$ cat config.mk
export PLATFORM = sky130hd
export DESIGN_NAME = pciecfg_resp_tx_flat
export DESIGN_NICKNAME = d
export VERILOG_FILES = /design/src/rtl/pciecfg_resp_tx_if.sv /design/src/rtl/pciecfg_resp_tx.sv /design/src/flat_wrapper.sv
export SDC_FILE = /design/constraint.sdc
export NUM_CORES = 1
export LEC_CHECK = 0
export CAP_MARGIN = 20
export CORE_MARGIN = 2
export CORE_UTILIZATION = 45
export DETAILED_ROUTE_END_ITERATION = 8
export HOLD_SLACK_MARGIN = 0.03
export PLACE_DENSITY = 0.79
export SYNTH_ARGS = -nofsm -noshare
export SYNTH_HDL_FRONTEND = slang
export SYNTH_SLANG_ARGS = --single-unit
$ cat constraint.sdc
create_clock -name clk -period 2.4 [get_ports clk]
set_input_delay 0.24 -clock clk [delete_from_list [all_inputs] [get_ports clk]]
set_output_delay 0.24 -clock clk [all_outputs]
set_load 0.05 [all_outputs]
$ cat src/rtl/pciecfg_resp_tx_if.sv
// Config-entry type and the FIFO-side / AXI-Stream-side bundle of the response serializer.
package pciecfg_resp_tx_pkg;
  typedef struct packed {
    logic [3:0]  opcode;
    logic [9:0]  pos;
    logic [31:0] data;
  } FIFO_PCIECFG_T;
endpackage

interface pciecfg_resp_tx_if;
  import pciecfg_resp_tx_pkg::*;

  logic          fifo_pciecfg_o_rd_en;
  logic          fifo_pciecfg_o_empty;
  FIFO_PCIECFG_T fifo_pciecfg_o_dout;
  logic          m_axis_tvalid;
  logic          m_axis_tready;
  logic [63:0]   m_axis_tdata;
  logic [7:0]    m_axis_tkeep;
  logic          m_axis_tlast;

  modport master (
    output fifo_pciecfg_o_rd_en,
    input  fifo_pciecfg_o_empty,
    input  fifo_pciecfg_o_dout,
    output m_axis_tvalid,
    input  m_axis_tready,
    output m_axis_tdata,
    output m_axis_tkeep,
    output m_axis_tlast
  );

  modport slave (
    input  fifo_pciecfg_o_rd_en,
    output fifo_pciecfg_o_empty,
    output fifo_pciecfg_o_dout,
    input  m_axis_tvalid,
    output m_axis_tready,
    input  m_axis_tdata,
    input  m_axis_tkeep,
    input  m_axis_tlast
  );
endinterface

$ cat src/rtl/pciecfg_resp_tx.sv
// Serializes each popped config entry into a header beat plus a data beat; header valid one cycle after pop.
// Beats hold stable under tready=0 and the FIFO is only popped on IDLE or on the data-beat handshake.
module pciecfg_resp_tx
  import pciecfg_resp_tx_pkg::*;
#(
  parameter logic [15:0] MAGIC = 16'h5043
) (
  input  logic               clk,
  input  logic               rst_n,
  pciecfg_resp_tx_if.master  bus,
  output logic [31:0]        resp_cnt
);

  typedef enum logic [1:0] {
    IDLE = 2'd0,
    HDR  = 2'd1,
    DATA = 2'd2
  } state_e;

  state_e        state_q, state_d;
  FIFO_PCIECFG_T entry_q, entry_d;
  logic [7:0]    seq_q, seq_d;
  logic [31:0]   cnt_q, cnt_d;
  logic          pop;

  always_ff @(posedge clk or negedge rst_n) begin
    if (!rst_n) begin
      state_q <= IDLE;
      entry_q <= '0;
      seq_q   <= 8'h00;
      cnt_q   <= 32'h0;
    end else begin
      state_q <= state_d;
      entry_q <= entry_d;
      seq_q   <= seq_d;
      cnt_q   <= cnt_d;
    end
  end

  always_comb begin
    state_d = state_q;
    entry_d = entry_q;
    seq_d   = seq_q;
    cnt_d   = cnt_q;
    pop     = 1'b0;
    case (state_q)
      IDLE: begin
        if (!bus.fifo_pciecfg_o_empty) begin
          pop     = 1'b1;
          state_d = HDR;
        end
      end
      HDR: begin
        if (bus.m_axis_tready) state_d = DATA;
      end
      DATA: begin
        if (bus.m_axis_tready) begin
          seq_d = seq_q + 8'd1;
          cnt_d = cnt_q + 32'd1;
          // Refill straight from the data handshake so entries stream without a bubble.
          if (!bus.fifo_pciecfg_o_empty) begin
            pop     = 1'b1;
            state_d = HDR;
          end else begin
            state_d = IDLE;
          end
        end
      end
      default: state_d = IDLE;
    endcase
    if (pop) entry_d = bus.fifo_pciecfg_o_dout;
  end

  always_comb begin
    bus.m_axis_tdata = 64'h0;
    case (state_q)
      HDR:     bus.m_axis_tdata = {MAGIC, 8'(entry_q.opcode), seq_q, 16'(entry_q.pos), 16'h0000};
      DATA:    bus.m_axis_tdata = {entry_q.data, 32'h0000_0000};
      default: bus.m_axis_tdata = 64'h0;
    endcase
  end

  // The FIFO is FWFT, so the pop strobe must be silent while reset holds the core.
  assign bus.fifo_pciecfg_o_rd_en = pop & rst_n;
  assign bus.m_axis_tvalid        = (state_q != IDLE);
  assign bus.m_axis_tlast         = (state_q == DATA);
  assign bus.m_axis_tkeep         = (state_q != IDLE) ? 8'hFF : 8'h00;
  assign resp_cnt                 = cnt_q;

endmodule

$ cat src/flat_wrapper.sv
// flat-port wrapper written by rule: the top's interface ports become plain ports
module pciecfg_resp_tx_flat import pciecfg_resp_tx_pkg::*;
#(
  parameter logic [15:0] MAGIC = 16'h5043
)
  (clk, rst_n, resp_cnt, bus_fifo_pciecfg_o_rd_en, bus_fifo_pciecfg_o_empty, bus_fifo_pciecfg_o_dout, bus_m_axis_tvalid, bus_m_axis_tready, bus_m_axis_tdata, bus_m_axis_tkeep, bus_m_axis_tlast);
  pciecfg_resp_tx_if bus_i ();
  input  logic clk;
  input  logic rst_n;
  output logic [31:0] resp_cnt;
  output wire logic [$bits(bus_i.fifo_pciecfg_o_rd_en)-1:0] bus_fifo_pciecfg_o_rd_en;
  input wire logic [$bits(bus_i.fifo_pciecfg_o_empty)-1:0] bus_fifo_pciecfg_o_empty;
  input wire logic [$bits(bus_i.fifo_pciecfg_o_dout)-1:0] bus_fifo_pciecfg_o_dout;
  output wire logic [$bits(bus_i.m_axis_tvalid)-1:0] bus_m_axis_tvalid;
  input wire logic [$bits(bus_i.m_axis_tready)-1:0] bus_m_axis_tready;
  output wire logic [$bits(bus_i.m_axis_tdata)-1:0] bus_m_axis_tdata;
  output wire logic [$bits(bus_i.m_axis_tkeep)-1:0] bus_m_axis_tkeep;
  output wire logic [$bits(bus_i.m_axis_tlast)-1:0] bus_m_axis_tlast;
  assign bus_fifo_pciecfg_o_rd_en = bus_i.fifo_pciecfg_o_rd_en;
  assign bus_i.fifo_pciecfg_o_empty = bus_fifo_pciecfg_o_empty;
  assign bus_i.fifo_pciecfg_o_dout = bus_fifo_pciecfg_o_dout;
  assign bus_m_axis_tvalid = bus_i.m_axis_tvalid;
  assign bus_i.m_axis_tready = bus_m_axis_tready;
  assign bus_m_axis_tdata = bus_i.m_axis_tdata;
  assign bus_m_axis_tkeep = bus_i.m_axis_tkeep;
  assign bus_m_axis_tlast = bus_i.m_axis_tlast;
  pciecfg_resp_tx #(.MAGIC(MAGIC)) u_core (.clk(clk), .rst_n(rst_n), .bus(bus_i), .resp_cnt(resp_cnt));
endmodule
==> flow_results.org <==
** Status
- Run status :: finished clean

** STA
- Timing would allow up to around 450 MHz.
- Post-route fraction of the period consumed by the critical path :: 93.1%
- After layout, the minimum clock period comes to around 2.2 ns.
- Setup violations remaining at the end of the flow were counted as 0.
- Once routing completed, OpenROAD measured the worst setup slack at roughly 0.17 ns.
- At the pin with the least slew margin, the transition time is a little over 0.7 ns.
- Total negative slack for setup checks :: 0 ns
- Slew Limit Fails :: 0
- RSZ-0062 raised after global routing :: no
- Worst slew margin relative to its limit :: ~52%
- Across the routed clock network, the largest skew measured is 0.00895 ns.
- Number of endpoints with negative hold slack in the final report :: 0

** CTS
- In this run the number of H-tree levels came out at 3.
- The clock drives 88 sinks.
- Clock Path Buffers :: 2
- Counting the buffers created by CTS gives 9.
- Clock root buffer :: sky130_fd_sc_hd__clkbuf_8
- Clock-pin slew was measured on the worst setup and hold paths at ~0.08 ns.
- TritonCTS built the clock tree.
- The clock reaches the later pin of the worst-skew pair after 0.35 ns.

** Critical path
- Tracing the worst setup path back leads to its startpoint at u_core.state_q[0].
- Endpoint of the worst register-to-register path :: u_core.entry_q[38]
- The worst register-to-register path begins at u_core.state_q[0].
- Crit path buffers/inverters :: 2
- The worst setup path is launched from a flop.
- Series of cell instances along the critical path :: inv_1 > ha_1 > and2_1 > a22o_1 > buf_12
- Internal reg-to-reg setup slack :: about 0.35 ns
- Crit end category :: primary output
- The largest individual stage delay along the critical path comes from the cell sky130_fd_sc_hd__dfrtp_1.
- Of all nets on the critical path, the largest fanout is 12.
- At the worst endpoint, the required time is ~2.2 ns.
- Worst Path Arrival :: 1.99 ns
- For the worst flop-to-flop path, the logic depth is 8.
- The critical path runs through a total of 5 cells.
- Critical path's largest stage delay :: 0.41 ns
- The critical path is of the reg2out type.
- End point of the critical path :: bus_m_axis_tdata[34]
- The kind of cell with the highest combined delay along the critical path is flip-flops.

** Power and ir drop
- For this design the static power due to leakage is 0.00278 uW.
- Dividing total power by cell area gives a power density of ~1200 mW/mm^2.
- Worst supply voltage drop on vdd :: approximately 0.77 mV
- The design draws 7100 uW.

** GRT
- The initial antenna violation count is 0.
- Global-route usage over all layers :: a little under a fifth
- Global-route wire length before repair :: 14800 microns
- Total overflow reported by the global router :: 0
- Entering global routing, the biggest net connects about 60 pins.
- The number of global-route vias before repair was between 3000 and 4000.

** Die
- After floorplanning, the core was divided into 36 placement rows.
- For this configuration, the core starts out at a cell density of ~46%.
- The die covers around 0.011 sq mm.
- The total area inside the core boundary comes to 0.00959 sq mm.
- I/O pin total :: 157
- In this run the horizontal extent of the chip is just over 100 microns.
- The die is approximately 100 microns tall.

** Synth
- During synthesis, Yosys emitted a total of 0 warnings.
- Count leader, synth :: sky130_fd_sc_hd__dfrtp_1
- In the synthesized netlist the async set-or-reset flop fraction comes to 100%.
- Number of flip-flops and latches in the synthesized netlist :: ~90
- Biggest area consumer among synthesized cells :: sky130_fd_sc_hd__dfrtp_1
- Post-Syn Area per Cell :: 12.4 sq um
- In the synthesized netlist the dominant register cell turns out to be sky130_fd_sc_hd__dfrtp_1.
- Counting every instance in the synthesized netlist gives approximately 350.
- Top-area cell type share of the netlist area :: ~50%
- The number of different library cells used by synthesis comes to 32.
- EDFF count, synth :: 0
- Post-synthesis cell area :: between 0.004 and 0.005 sq mm
- Synth top area cells :: sky130_fd_sc_hd__dfrtp_1 50%, sky130_fd_sc_hd__mux2_4 9.3%, sky130_fd_sc_hd__xnor2_1 5.8%, sky130_fd_sc_hd__buf_4 5.3%, sky130_fd_sc_hd__mux2_2 5.1%
- Counting instances in the post-synthesis netlist gives the leading cell types as 88 x sky130_fd_sc_hd__dfrtp_1, 31 x sky130_fd_sc_hd__buf_4, 29 x sky130_fd_sc_hd__xnor2_1, 27 x sky130_fd_sc_hd__mux2_4, 21 x sky130_fd_sc_hd__and2_1.
- Proportion of synthesized chip area in sequential cells :: around half

** Place
- HPWL reported at the end of detailed placement :: 6860 microns
- The congestion estimate from routability-driven global placement came to between 0.7 and 0.8.
- Prior to clock tree synthesis, the placed netlist has a worst setup slack of 0.302 ns.
- Count of placed standard cells including taps :: 607
- Buffers placed on the I/O ports in this run total ~130.

** Run
- Max-capacitance violation count :: 0

** Detailed routing
- Remaining routing DRC violations :: 0
- Dividing the detail-routed wire length by the instance count gives approximately 15 microns.
- Dividing the detail-routed via count by the number of cells gives roughly 5.
- Pre-antenna DRT Iters :: 4
- After the first detailed-routing iteration, the DRC count stood at 100.
- Across all layers, the routed design uses a little over 3000 vias.
- Overall routed net length :: approximately 9400 microns
- In this run the remaining antenna-violating nets after routing total 0.

** Cells and area
- Net total in the final layout :: between 500 and 600
- Synth-to-Final Area Change :: 38.4%
- Cells with a size suffix above 1 make up between 20% and 30% of the layout.
- Filler-free cell count of the finished design :: 628
- Inserted Diodes :: 0

** Worst hold path
- Path category of the worst min-delay check :: in2async
[placed cells by master (no fill, tap or decap), types with 8 or more instances in the layout]
cell,Yosys,routed
sky130_fd_sc_hd__nor2_1,8,8
sky130_fd_sc_hd__and3_1,14,14
sky130_fd_sc_hd__buf_4,31,44
sky130_fd_sc_hd__nand2_1,14,14
sky130_fd_sc_hd__clkdlybuf4s50_1,0,80
sky130_fd_sc_hd__xor2_1,9,9
sky130_fd_sc_hd__clkbuf_8,0,12
sky130_fd_sc_hd__xnor2_1,29,29
sky130_fd_sc_hd__a22o_1,12,12
sky130_fd_sc_hd__mux2_4,27,27
sky130_fd_sc_hd__conb_1,1,22
sky130_fd_sc_hd__nand4_1,15,15
sky130_fd_sc_hd__dfrtp_1,88,88
sky130_fd_sc_hd__mux2_2,20,20
sky130_fd_sc_hd__buf_12,0,16
sky130_fd_sc_hd__dlygate4sd2_1,0,9
sky130_fd_sc_hd__and2_1,21,21
sky130_fd_sc_hd__nand3_1,10,10
[worst min-delay path by stage]
| stage | endpoint | cells after the start | slack [ns] |
|---|---|---|---|
| floorplan | u_core.entry_q[0] | 0 | -0.06 |
| global placement | u_core.entry_q[24] | 1 | 0.19 |
| detailed placement | u_core.entry_q[27] | 1 | 0.19 |
| CTS | u_core.entry_q[27] | 2 | 0.39 |
| global route | u_core.entry_q[26] | 2 | 0.40 |
| finish | u_core.entry_q[26] | 2 | 0.37 |
[where the power goes]
part / switching [uW] / internal (uW)
logic: 2180 / 1590
registers: 316 / 1960
clock network: 499 / 558
[per-layer routing]
metal	global-route usage, %	routed length, microns	vias to the layer above
met3	4.00	502	16
met2	28.1	4440	90
met4	7.79	206	0
met5	0	0	-
li1	-	-	1435
met1	24.6	4290	1516
[per-stage QoR]
step	hold WS (ns)	util (%)	instance area, sq um
detailed placement	0.194	60.7	5820
finish	0.375	63.2	6060
global route	0.400	63.2	6060
CTS	0.388	62.8	6030
floorplan	-0.0556	-	4460
global placement	0.189	60.7	5820
[timing repair]
action	4_1_cts	5_1_grt
pin swaps	0	1
gates resized for setup	9	0
endpoints found under the hold margin	30	0
endpoints found under the setup margin	9	1
setup buffers	0	5
hold buffers	1	0
[cell families after synthesis]
family	count (synthesis)	share of synthesized area [%]
simple gates	103	14.7
compound gates	19	3.28
buf+inv	48	7.48
fa+ha+maj	6	1.71
other cells	1	0.0856
mux	49	14.9
xor+xnor	38	7.60
flops	88	50.3
[area by class of cell]
| type | count | area [sq um] |
|---|---|---|
| flip-flops and latches | 88 | 2200 |
| inverters | 5 | 18.8 |
| clock inverters | 3 | 40.0 |
| well taps | 133 | 166 |
| multi-input cells | 237 | 1930 |
| fillers | 760 | 3530 |
| clock buffers | 12 | 165 |
| repair buffers | 150 | 1540 |
[state kept, by name, indices dropped and copies added (netlist names)]
| name | flops |
|---|---|
| u_core.entry_q | 46 |
| u_core.resp_cnt | 32 |
| u_core.seq_q | 8 |
| u_core.state_q | 2 |
Power figures use the tool's default switching activity.
